<file path="src/rtl/rv_fetch_pkg.sv">
// rtl/rv_fetch_pkg.sv - packet type and constants shared by the fetch/decode queue
package rv_fetch_pkg;

  localparam int          FETCH_XLEN = 32;
  localparam logic [31:0] NOP_INSTR  = 32'h0000_0013;

  typedef struct packed {
    logic [FETCH_XLEN-1:0] pc;
    logic [FETCH_XLEN-1:0] instr;
    logic [FETCH_XLEN-1:0] pc_plus4;
  } fetch_pkt_t;

endpackage

</file>
<file path="src/rtl/fetch_decode_queue.sv">
// rtl/fetch_decode_queue.sv - elastic fetch-to-decode packet queue with flush
// Optional same-cycle empty-queue bypass enabled by defining FDQ_BYPASS_EN.
module fetch_decode_queue
  import rv_fetch_pkg::*;
#(
  parameter int XLEN  = 32,
  parameter int DEPTH = 4
) (
  input  logic                     clk,
  input  logic                     reset,
  input  logic                     flush,
  input  logic                     in_valid,
  output logic                     in_ready,
  input  logic [XLEN-1:0]          in_pc,
  input  logic [XLEN-1:0]          in_instr,
  input  logic [XLEN-1:0]          in_pc_plus4,
  output logic                     out_valid,
  input  logic                     out_ready,
  output logic [XLEN-1:0]          out_pc,
  output logic [XLEN-1:0]          out_instr,
  output logic [XLEN-1:0]          out_pc_plus4,
  output logic [$clog2(DEPTH):0]   count
);

  localparam int PW = $clog2(DEPTH);
  localparam int CW = PW + 1;

  fetch_pkt_t      mem_q [DEPTH];
  fetch_pkt_t      mem_d [DEPTH];
  logic [PW-1:0]   wr_ptr_q, wr_ptr_d;
  logic [PW-1:0]   rd_ptr_q, rd_ptr_d;
  logic [CW-1:0]   count_q, count_d;

  fetch_pkt_t      in_pkt;
  fetch_pkt_t      head_pkt;
  logic            empty;
  logic            full;
  logic            bypass;
  logic            push;
  logic            pop;
  logic            mem_wr;
  logic            mem_rd;

  assign in_pkt = '{pc: in_pc, instr: in_instr, pc_plus4: in_pc_plus4};
  assign empty  = (count_q == '0);
  assign full   = (count_q == CW'(DEPTH));

`ifdef FDQ_BYPASS_EN
  assign bypass = !flush && empty && in_valid;
`else
  assign bypass = 1'b0;
`endif

  assign in_ready  = !flush && !full;
  assign out_valid = !flush && (!empty || bypass);
  assign head_pkt  = bypass ? in_pkt : mem_q[rd_ptr_q];

  assign push = in_valid && in_ready;
  assign pop  = out_valid && out_ready;
  // A bypassed packet consumed this cycle never touches storage or pointers.
  assign mem_wr = push && !(bypass && out_ready);
  assign mem_rd = pop && !bypass;

  assign out_pc       = out_valid ? head_pkt.pc       : '0;
  assign out_instr    = out_valid ? head_pkt.instr    : XLEN'(NOP_INSTR);
  assign out_pc_plus4 = out_valid ? head_pkt.pc_plus4 : '0;
  assign count        = count_q;

  always_comb begin
    mem_d    = mem_q;
    wr_ptr_d = wr_ptr_q;
    rd_ptr_d = rd_ptr_q;
    count_d  = count_q;
    if (flush) begin
      wr_ptr_d = '0;
      rd_ptr_d = '0;
      count_d  = '0;
    end else begin
      if (mem_wr) begin
        mem_d[wr_ptr_q] = in_pkt;
        wr_ptr_d        = PW'(wr_ptr_q + 1'b1);
      end
      if (mem_rd) begin
        rd_ptr_d = PW'(rd_ptr_q + 1'b1);
      end
      case ({mem_wr, mem_rd})
        2'b10:   count_d = CW'(count_q + 1'b1);
        2'b01:   count_d = CW'(count_q - 1'b1);
        default: count_d = count_q;
      endcase
    end
  end

  always_ff @(posedge clk or posedge reset) begin
    if (reset) begin
      for (int i = 0; i < DEPTH; i++) begin
        mem_q[i] <= '0;
      end
      wr_ptr_q <= '0;
      rd_ptr_q <= '0;
      count_q  <= '0;
    end else begin
      mem_q    <= mem_d;
      wr_ptr_q <= wr_ptr_d;
      rd_ptr_q <= rd_ptr_d;
      count_q  <= count_d;
    end
  end

endmodule
</file>
<file path="config.mk">
export PLATFORM = sky130hd
export DESIGN_NAME = fetch_decode_queue
export DESIGN_NICKNAME = d
export VERILOG_FILES = /design/src/rtl/rv_fetch_pkg.sv /design/src/rtl/fetch_decode_queue.sv
export SDC_FILE = /design/constraint.sdc
export NUM_CORES = 1
export LEC_CHECK = 0
export ABC_AREA = 0
export CORE_ASPECT_RATIO = 0.6
export CORE_MARGIN = 2
export CORE_UTILIZATION = 50
export CTS_CLUSTER_SIZE = 40
export DETAILED_ROUTE_END_ITERATION = 8
export GPL_TIMING_DRIVEN = 0
export PLACE_DENSITY = 0.72
export SLEW_MARGIN = 20
export SYNTH_ARGS = -nofsm -noshare
export SYNTH_HDL_FRONTEND = slang
export SYNTH_SLANG_ARGS = --single-unit
</file>
<file path="constraint.sdc">
create_clock -name clk -period 17.9 [get_ports clk]
set_input_delay 3.58 -clock clk [delete_from_list [all_inputs] [get_ports clk]]
set_output_delay 3.58 -clock clk [all_outputs]
set_load 0.005 [all_outputs]
</file>
Word level (Yosys, flattened, before mapping)
Index checks and enable logic that the tools add are counted.

Add/subtract/negate cells: 4. Order comparisons: 3. Equality and inequality tests: 3. Multiplexer cells: 15. Bitwise gates (word level): 3. Reduce and logical (&&, ||, !) cells: 13.

Operators by type and width (number): 384-bit bitwise mux (1); 96-bit two-way mux (3); 96-bit binary-select mux with 2-bit select (1); 96-bit demux with 2-bit select (1); 32-bit two-way mux (3); 2-bit two-way mux (4); 3-bit greater-or-equal comparator, second input constant (2); 2-bit inverter with 3-bit output (2); 3-bit one-hot mux with 2 select lines (1); 1-bit logical AND (5); 2-bit by 1-bit adder with 2-bit output, second input constant (2); 2-bit nonzero test (2); 3-bit by 1-bit adder with 3-bit output, second input constant (1); 3-bit equality test, second input constant (1); 1-bit zero test (3); 3-bit zero test (1); 3-bit by 1-bit < comparator with 1-bit output, second input constant (1); 3-bit two-way mux (1); 3-bit nonzero test (1); 3-bit by 1-bit subtractor with 3-bit output, second input constant (1); 2-bit by 1-bit equality test with 1-bit output, second input constant (1); 2-bit equality test, second input constant (1); 2-bit AND reduction (1); 1-bit inverter (1).

Flip-flop bits (word level): 391. Bits of input ports: 101.

Longest topological paths before layout
Gate-level depths: netlist of run 1.

Depth after elaboration: 7. Depth in mapped cells: 7.

Worst setup path after synthesis of run 1
No wires, ideal clock.

Path type: input to output. From: input flush. To: output out_instr[15]. Data arrival time: 4.658 ns. Data required time: 14.320 ns. Setup slack: 9.662 ns. Cell stages on the path: 6. Path buffers: 3. Cells stage by stage: clkbuf_1 > inv_1 > o21ai_4 > buf_2 > clkbuf_1 > nor2b_1.

Word-level cells in the longest chain between the ends: 3.

RTL lines: start: declaration (line fetch_decode_queue.sv:11) `input logic flush,`; 1-bit zero test (line fetch_decode_queue.sv:55) `assign out_valid = !flush && (!empty || bypass);`; 1-bit logical AND (line fetch_decode_queue.sv:55); 32-bit two-way mux (line fetch_decode_queue.sv:65) `assign out_instr = out_valid ? head_pkt.instr : XLEN'(NOP_INSTR);`; end: declaration (line fetch_decode_queue.sv:20) `output logic [XLEN-1:0] out_instr,`.

No other way between the ends.

Worst setup path in the final report of run 1
From: input flush. To: output out_pc_plus4[4].

Word-level cells in the longest chain between the ends: 3.

RTL lines: 1-bit zero test (line fetch_decode_queue.sv:55); 1-bit logical AND (line fetch_decode_queue.sv:55); 32-bit two-way mux (line fetch_decode_queue.sv:66) `assign out_pc_plus4 = out_valid ? head_pkt.pc_plus4 : '0;`; end: declaration (line fetch_decode_queue.sv:21) `output logic [XLEN-1:0] out_pc_plus4,`.

No other way between the ends.

==> metrics.md, run 1 <==
| Metric | Value |
|---|---|
| Status | completed |
| Worst clock skew | 13.1 ps |
| Die Width | 253 µm |
| Post-synthesis cell type count | 39 |
| Synth Area in Adders | 0.376% |
| Psw | 723 µW |
| Max-slew violations | 0 |
| Simple-gate area share of the yosys netlist | between 4 and 5% |
| CTS H-tree lvls | 2 |
| Synth async-reset ratio | 100% |
| Post-synth EDFFs | 0 |
| Top_reg_cell synth | dfrtp_1 |
| Vias per std cell | 5.50 |
| Syn. warnings | 0 |
| Hold Buf Count CTS | 0 |
| Die height | 154 µm |
| Slew margin rel. | 44.0% |
| Nets | between 1000 and 1500 |
| CP Class | in2out |
| DP Wirelength | 29300 µm |
| Most frequent cells after synthesis | 391 x dfrtp_1, 225 x mux2_2, 160 x mux2_4 |
| Post-DRT Antenna Nets | 0 |
| CP arrival | 5860 ps |
| # fillers | approximately 2700 |
| Layout cells sized above 1 | around 45% |
| Postcts setup bufs | 0 |
| Clock Latency Late Sink | ~530 ps |
| GRT overflow | 0 |
| Dominant cells by area after synthesis | dfrtp_1 53%, mux2_2 14%, mux2_4 13%, mux4_2 12%, nor2b_1 3.2% |
| Peak supply drop | around 0.000093 V |
| Total GRT Usage | a little under a quarter |
| LEAKAGE | around 0.01 µW |
| Pwr Density | 127 nW/µm² |
| Period utilization | between 50 and 60% |
| Yosys reg bits | 391 |
| Pint | 2160 µW |
| Synth Area per Inst | ~17 µm² |
| Drt initial violations | 626 |
| Top-count cell post-synth | dfrtp_1 |
| Final Core Density | 61.9% |
| Switching share of power | 25.1% |
| Final Setup Violations | 0 |
| Seq/Total Area, Yosys | 52.5% |
| Crit path time final | between 9000 and 10000 ps |
| Post-Syn Nets | 1210 |
| Initial Util | 51.0% |
| Cell count after synthesis | 1104 |
| FMAX | 0.106 GHz |
| Clock power frac | 28.2% |
| WL/cell | 22.6 µm |
| Final Hold Fails | 0 |
| Yosys top cell by area | dfrtp_1 |
| IO Count | 202 |
| Synthesized area | about 19000 µm² |
| Full die area | 38900 µm² |
| TritonCTS clock tree | built |
| DRC | 0 |
| Post-CTS sizing | 0 |
| Largest net degree at the start of global routing | 105 |
| WP data required | 14320 ps |
| CTS sink cnt | 391 |
| Worst slack, placed | 8460 ps |
| RSZ-0062 raised after global routing | no |
| First-pass GRT wire length | 68000 µm |
| Crit. End Element | primary output |
| PortBufs | 200 |
| Slew @ Worst Pin | 840 ps |
| Routed via count | 10300 |
| Total CTS buffers | 38 |
| Mux contribution to synthesized area | 38.1% |
| Post-synthesis compound-gate area fraction | less than 1% |
| Top cell type's share of synthesized area | between 50% and 60% |
| Gate power share | 26.7% |
| Largest family of logic cells by synthesized area | multiplexers |
| Sequential power share | 45.1% |
| Critical-path maximum fanout | 10 |
| Post-Route WL | 42500 µm |
| Drt pass-1 iters | 4 |
| GP Congestion | between 0.7 and 0.8 |
| Std-Cell Rows | 54 |
| Final worst slack | 8460 ps |
| Crit start category | primary input |
| Synth Area in XOR/XNOR | 0.141% |
| Max-Cap Viols | 0 |
| Initial antenna violation count | 2 |
| Clock slew at reported path FFs | 60 ps |
| Clock Tree Buf Depth | 3 |
| Vias in the first global route | 11200 |
| Hold Path Class | reg2reg |
| Area growth syn-to-layout | 21.5% |
| CTS Root Buffer Type | clkbuf_16 |
| Core box area | 36600 µm² |
power groups by stage:
stage	registers, µW	clock network [µW]	logic [µW]
6_report	1300	812	770
5_1_grt	1340	871	829
4_1_cts	1300	831	781
3_5_place_dp	1310	0	777
3_3_place_gp	1300	0	751
2_1_floorplan	1260	0	584
layout make-up:
cell class              instances  area [µm²]  area share [%]
multi-input cells             625        8100            35.8
repair buffers                204        2110            9.33
inverters                       8        37.5           0.166
flip-flops and latches        391        9780            43.2
well taps                     504         631            2.79
diodes                          1        2.50          0.0111
plain buffers                  80         723            3.19
clock inverters                 9        97.6           0.431
clock buffers                  59        1150            5.10
layer usage:
layer	vias to the layer above	track usage [%]	wire (µm)	share of wire, %
met2	212	34.7	19500	46
li1	4536	-	-	-
met5	-	0	12	0.028
met1	5536	35.0	20400	48
met4	2	4.20	552	1.3
met3	52	4.10	2040	4.8
placed cells by master (no fill, tap or decap), types with 2 or more instances in the layout:
cell type	instances
xor2_1	2
buf_12	16
buf_16	4
clkbuf_8	6
nor2b_1	95
nand3_1	4
ha_1	4
o21ai_0	4
or2_2	5
bufinv_16	2
clkdlybuf4s50_1	200
buf_2	25
a21oi_1	4
buf_8	4
mux2_4	160
clkbuf_1	24
clkbuf_16	41
mux2_2	225
dfrtp_1	391
inv_1	7
clkinv_2	6
nor3b_1	2
nor2_1	3
mux4_2	96
buf_4	21
nand3_4	4
registers in the layout (all words and copies together), names as in the netlist:
register	count
mem_q	384
rd_ptr_q	2
wr_ptr_q	2
count	3
worst max-delay path, cell delays in order:
cell             delay (ps)
clkbuf_1                340
inv_1                   210
o21ai_4                 210
buf_2                   420
clkbuf_1                500
nor2b_1                 110
clkdlybuf4s50_1         470
cells by family (layout without fill, tap and decap cells):
group	Yosys count	after routing
compound gates	18	18
xor+xnor	3	3
mux	481	481
simple gates	118	118
buf+inv	88	360
fa+ha+maj	5	5
other cells	0	1
flops	391	391
worst paths after layout:
kind / cells past startpoint / endpoint / slack [ps] / start
hold reg to reg: 1 / mem_q[83] / 500 / mem_q[83]
max in group asynchronous: 5 / mem_q[54] / 12920 / reset
hold / removal: 1 / mem_q[83] / 500 / mem_q[83]
min in group asynchronous: 2 / mem_q[92] / 3440 / reset
setup / recovery: 7 / out_pc_plus4[4] / 8460 / flush
setup reg to reg: 7 / mem_q[26] / 15750 / count[1]
stage by stage:
stage	total power, µW	instances	hold slack, ps	area, µm²	TNS (ps)
2_1_floorplan	1850	1104	474	18600	0
4_1_cts	2910	1880	504	22600	0
5_1_grt	3040	1881	513	22600	0
3_3_place_gp	2050	1808	482	21300	-440020
3_5_place_dp	2090	1812	489	21400	0
6_report	2880	1881	497	22600	0
Power figures use the tool's default switching activity.
==> inputs of run 2 (changes only) <==
- PLACE_DENSITY: 0.72 -> 0.75
- clock period: 17.9 -> 7.9 ns (I/O delays scaled with it)
==> run 2 against run 1 <==
Power grew 130%. Die area unchanged. Count of clock-buffer cells in the layout decreased by 9. Register-to-register slack worse by 10000 ps. Sequential power up 130%. Clock power up 120%. Combinational power increased by 130%. Final area is 0.54% higher. Sequential share of layout area is 0.23 points lower. Utilization increased by 0.34 points. Critical path depth did not move. Worst hold slack better by 3.6 ps. Critical endpoint is now out_pc_plus4[6].
==> metrics.md, run 2 (same netlist as run 1, synthesis figures left out) <==
| Metric | Value |
|---|---|
| Vias in the first global route | 11400 (+1.4%) |
| DR WL met2 | 19600 µm (+0.62%) |
| CP startpoint | flush |
| Slew margin rel. | 45.4% (+1.3 points) |
| Max reg flops | 384 (unchanged) |
| Psw | 1630 µW (+130%) |
| CP Class | in2out |
| Clock Tree Buf Depth | 3 (unchanged) |
| LEAKAGE | 0.0102 µW (+0.55%) |
| Final non-filler cell total | 1886 (+0.27%) |
| CTS sink cnt | 391 (unchanged) |
| Post-Route WL | 42500 µm (-0.12%) |
| Layout cells sized above 1 | 45.8% (+0.77 points) |
| Slew @ Worst Pin | 819 ps (-20.2 ps) |
| WP data required | 6320 ps (-8000 ps) |
| Hold Path Class | reg2reg |
| Period utilization | 67.7% |
| Initial Util | 51.0% (unchanged) |
| CP arrival | 3770 ps (-2090 ps) |
| Clock power frac | 27.8% (-0.4 points) |
| IO Count | 202 (unchanged) |
| HP Start | mem_q[186] |
| PortBufs | 200 (unchanged) |
| Crit path time final | 5350 ps |
| Switching share of power | 25.1% (about the same) |
| Vias per std cell | 5.47 (-0.45%) |
| Total GRT Usage | 22.6% (-0.25 points) |
| FF-to-FF Start | count[1] |
| First-pass GRT wire length | 67600 µm (-0.53%) |
| Post-route met1 wirelength | 20500 µm (+0.32%) |
| Setup TNS | 0 ps (unchanged) |
| Nets | 1461 (+0.48%) |
| Hold Buf Count CTS | 0 (unchanged) |
| Final worst slack | 2550 ps (-5910 ps) |
| Largest net degree at the start of global routing | 35 (-67%) |
| Die Width | 253 µm (unchanged) |
| Core box area | 36600 µm² (unchanged) |
| GP Congestion | 0.785 (+1.3%) |
| Final Hold Fails | 0 (unchanged) |
| Worst slack, placed | 2560 ps (-5900 ps) |
| Post-CTS sizing | 0 (unchanged) |
| WL met3 | 1730 µm (-15%) |
| DRC | 0 (unchanged) |
| TritonCTS clock tree | built |
| Post-route total power | 6510 µW (+130%) |
| RSZ-0062 raised after global routing | no |
| Crit. End Element | primary output |
| CTS Root Buffer Type | clkbuf_16 |
| Final Setup Violations | 0 (unchanged) |
| Drt pass-1 iters | 4 (unchanged) |
| Die height | 154 µm (unchanged) |
| GRT overflow | 0 (unchanged) |
| WL/cell | 22.5 µm (-0.39%) |
| Gate power share | 26.9% (+0.2 points) |
| DP Cell Count | 1821 (+0.50%) |
| Final Hold Slack | 501 ps (+3.61 ps) |
| Crit start category | primary input |
| Commonest cells after routing, fill and taps aside | 391 x dfrtp_1, 225 x mux2_2, 200 x clkdlybuf4s50_1 |
| Initial antenna violation count | 1 (-1) |
| Peak supply drop | 0.000139 V (+49%) |
| Status | completed |
| DP Wirelength | 29500 µm (+0.41%) |
| FMAX | 0.187 GHz |
| Drt initial violations | 526 (-16%) |
| CTS H-tree lvls | 2 (unchanged) |
| Clock slew at reported path FFs | 60 ps (about the same) |
| Pwr Density | 286 nW/µm² (+120%) |
| Max-Cap Viols | 0 (unchanged) |
| Critical-path maximum fanout | 10 (unchanged) |
| Routed via count | 10300 (-0.18%) |
| Highest routed layer | met4 |
| Max-slew violations | 0 (unchanged) |
| Postcts setup bufs | 0 (unchanged) |
| Sequential power share | 45.3% (+0.2 points) |
| Area growth syn-to-layout | 22.1% |
| Clock Latency Late Sink | 530 ps (about the same) |
| Worst clock skew | 15.2 ps (+2.09 ps) |
| Most common cell after layout, fill and taps aside | dfrtp_1 |
| Post-DRT Antenna Nets | 0 (unchanged) |
| Std-Cell Rows | 54 (unchanged) |
| Total CTS buffers | 36 (-5.3%) |
| Largest register by flop count | mem_q |
| Full die area | 38900 µm² (unchanged) |
| Pint | 4880 µW (+130%) |
[run 2: changes by cell type in the layout (fill, tap and decap cells not counted)]
cell        previous run  this run
clkbuf_8               6        10
inv_8                  1         0
buf_16                 4         1
clkbuf_16             41        37
clkinvlp_4             1         3
diode_2                1         3
clkinv_2               6         7
clkbuf_1              24        15
buf_12                16        28
bufinv_16              2         3
[run 2: area by class of cell]
type	instances	area, µm²
Fill cell	2697	13800
Sequential cell	391	9780
Multi-Input combinational cell	625	8100
Timing Repair Buffer	213	2270
Clock buffer	50	1070
Buffer	80	723
Tap cell	504	631
Clock inverter	12	140
Inverter	8	33.8
Antenna cell	3	7.51
[run 2: final timing paths]
| kind | to | slack, ps | depth (start not counted) |
|---|---|---|---|
| max in group asynchronous | mem_q[343] | 5230 | 7 |
| worst min-delay path | mem_q[186] | 500 | 1 |
| worst max-delay path | out_pc_plus4[6] | 2550 | 7 |
| worst max register to register | mem_q[22] | 5740 | 7 |
| worst min register to register | mem_q[186] | 500 | 1 |
| min in group asynchronous | mem_q[14] | 1290 | 2 |
[run 2: power by group through the flow]
stage | Clock [µW] | Sequential, µW | Combinational [µW]
floorplan | 0 | 2860 | 1320
global placement | 0 | 2940 | 1690
detailed placement | 0 | 2970 | 1770
CTS | 1850 | 2940 | 1770
global route | 1930 | 3020 | 1880
finish | 1810 | 2950 | 1750
[run 2: metal layers]
layer | track usage, % | vias to the layer above
li1 | - | 4549
met1 | 34.2 | 5539
met2 | 34.8 | 188
met3 | 3.81 | 43
met4 | 4.62 | 0
met5 | 0 | -
[run 2: critical path, stage by stage]
cell and delay, ps:
clkbuf_1 360, inv_1 200, o21ai_4 200, buf_2 390, clkbuf_1 460, nor2b_1 90, clkdlybuf4s50_1 470
[run 2: stage by stage]
step | utilization, % | cell area, µm²
after detailed placement | 58.9 | 21500
final | 62.3 | 22800
after floorplan | - | 18600
after CTS | 62.2 | 22800
after global placement | 58.2 | 21300
after global routing | 62.2 | 22800
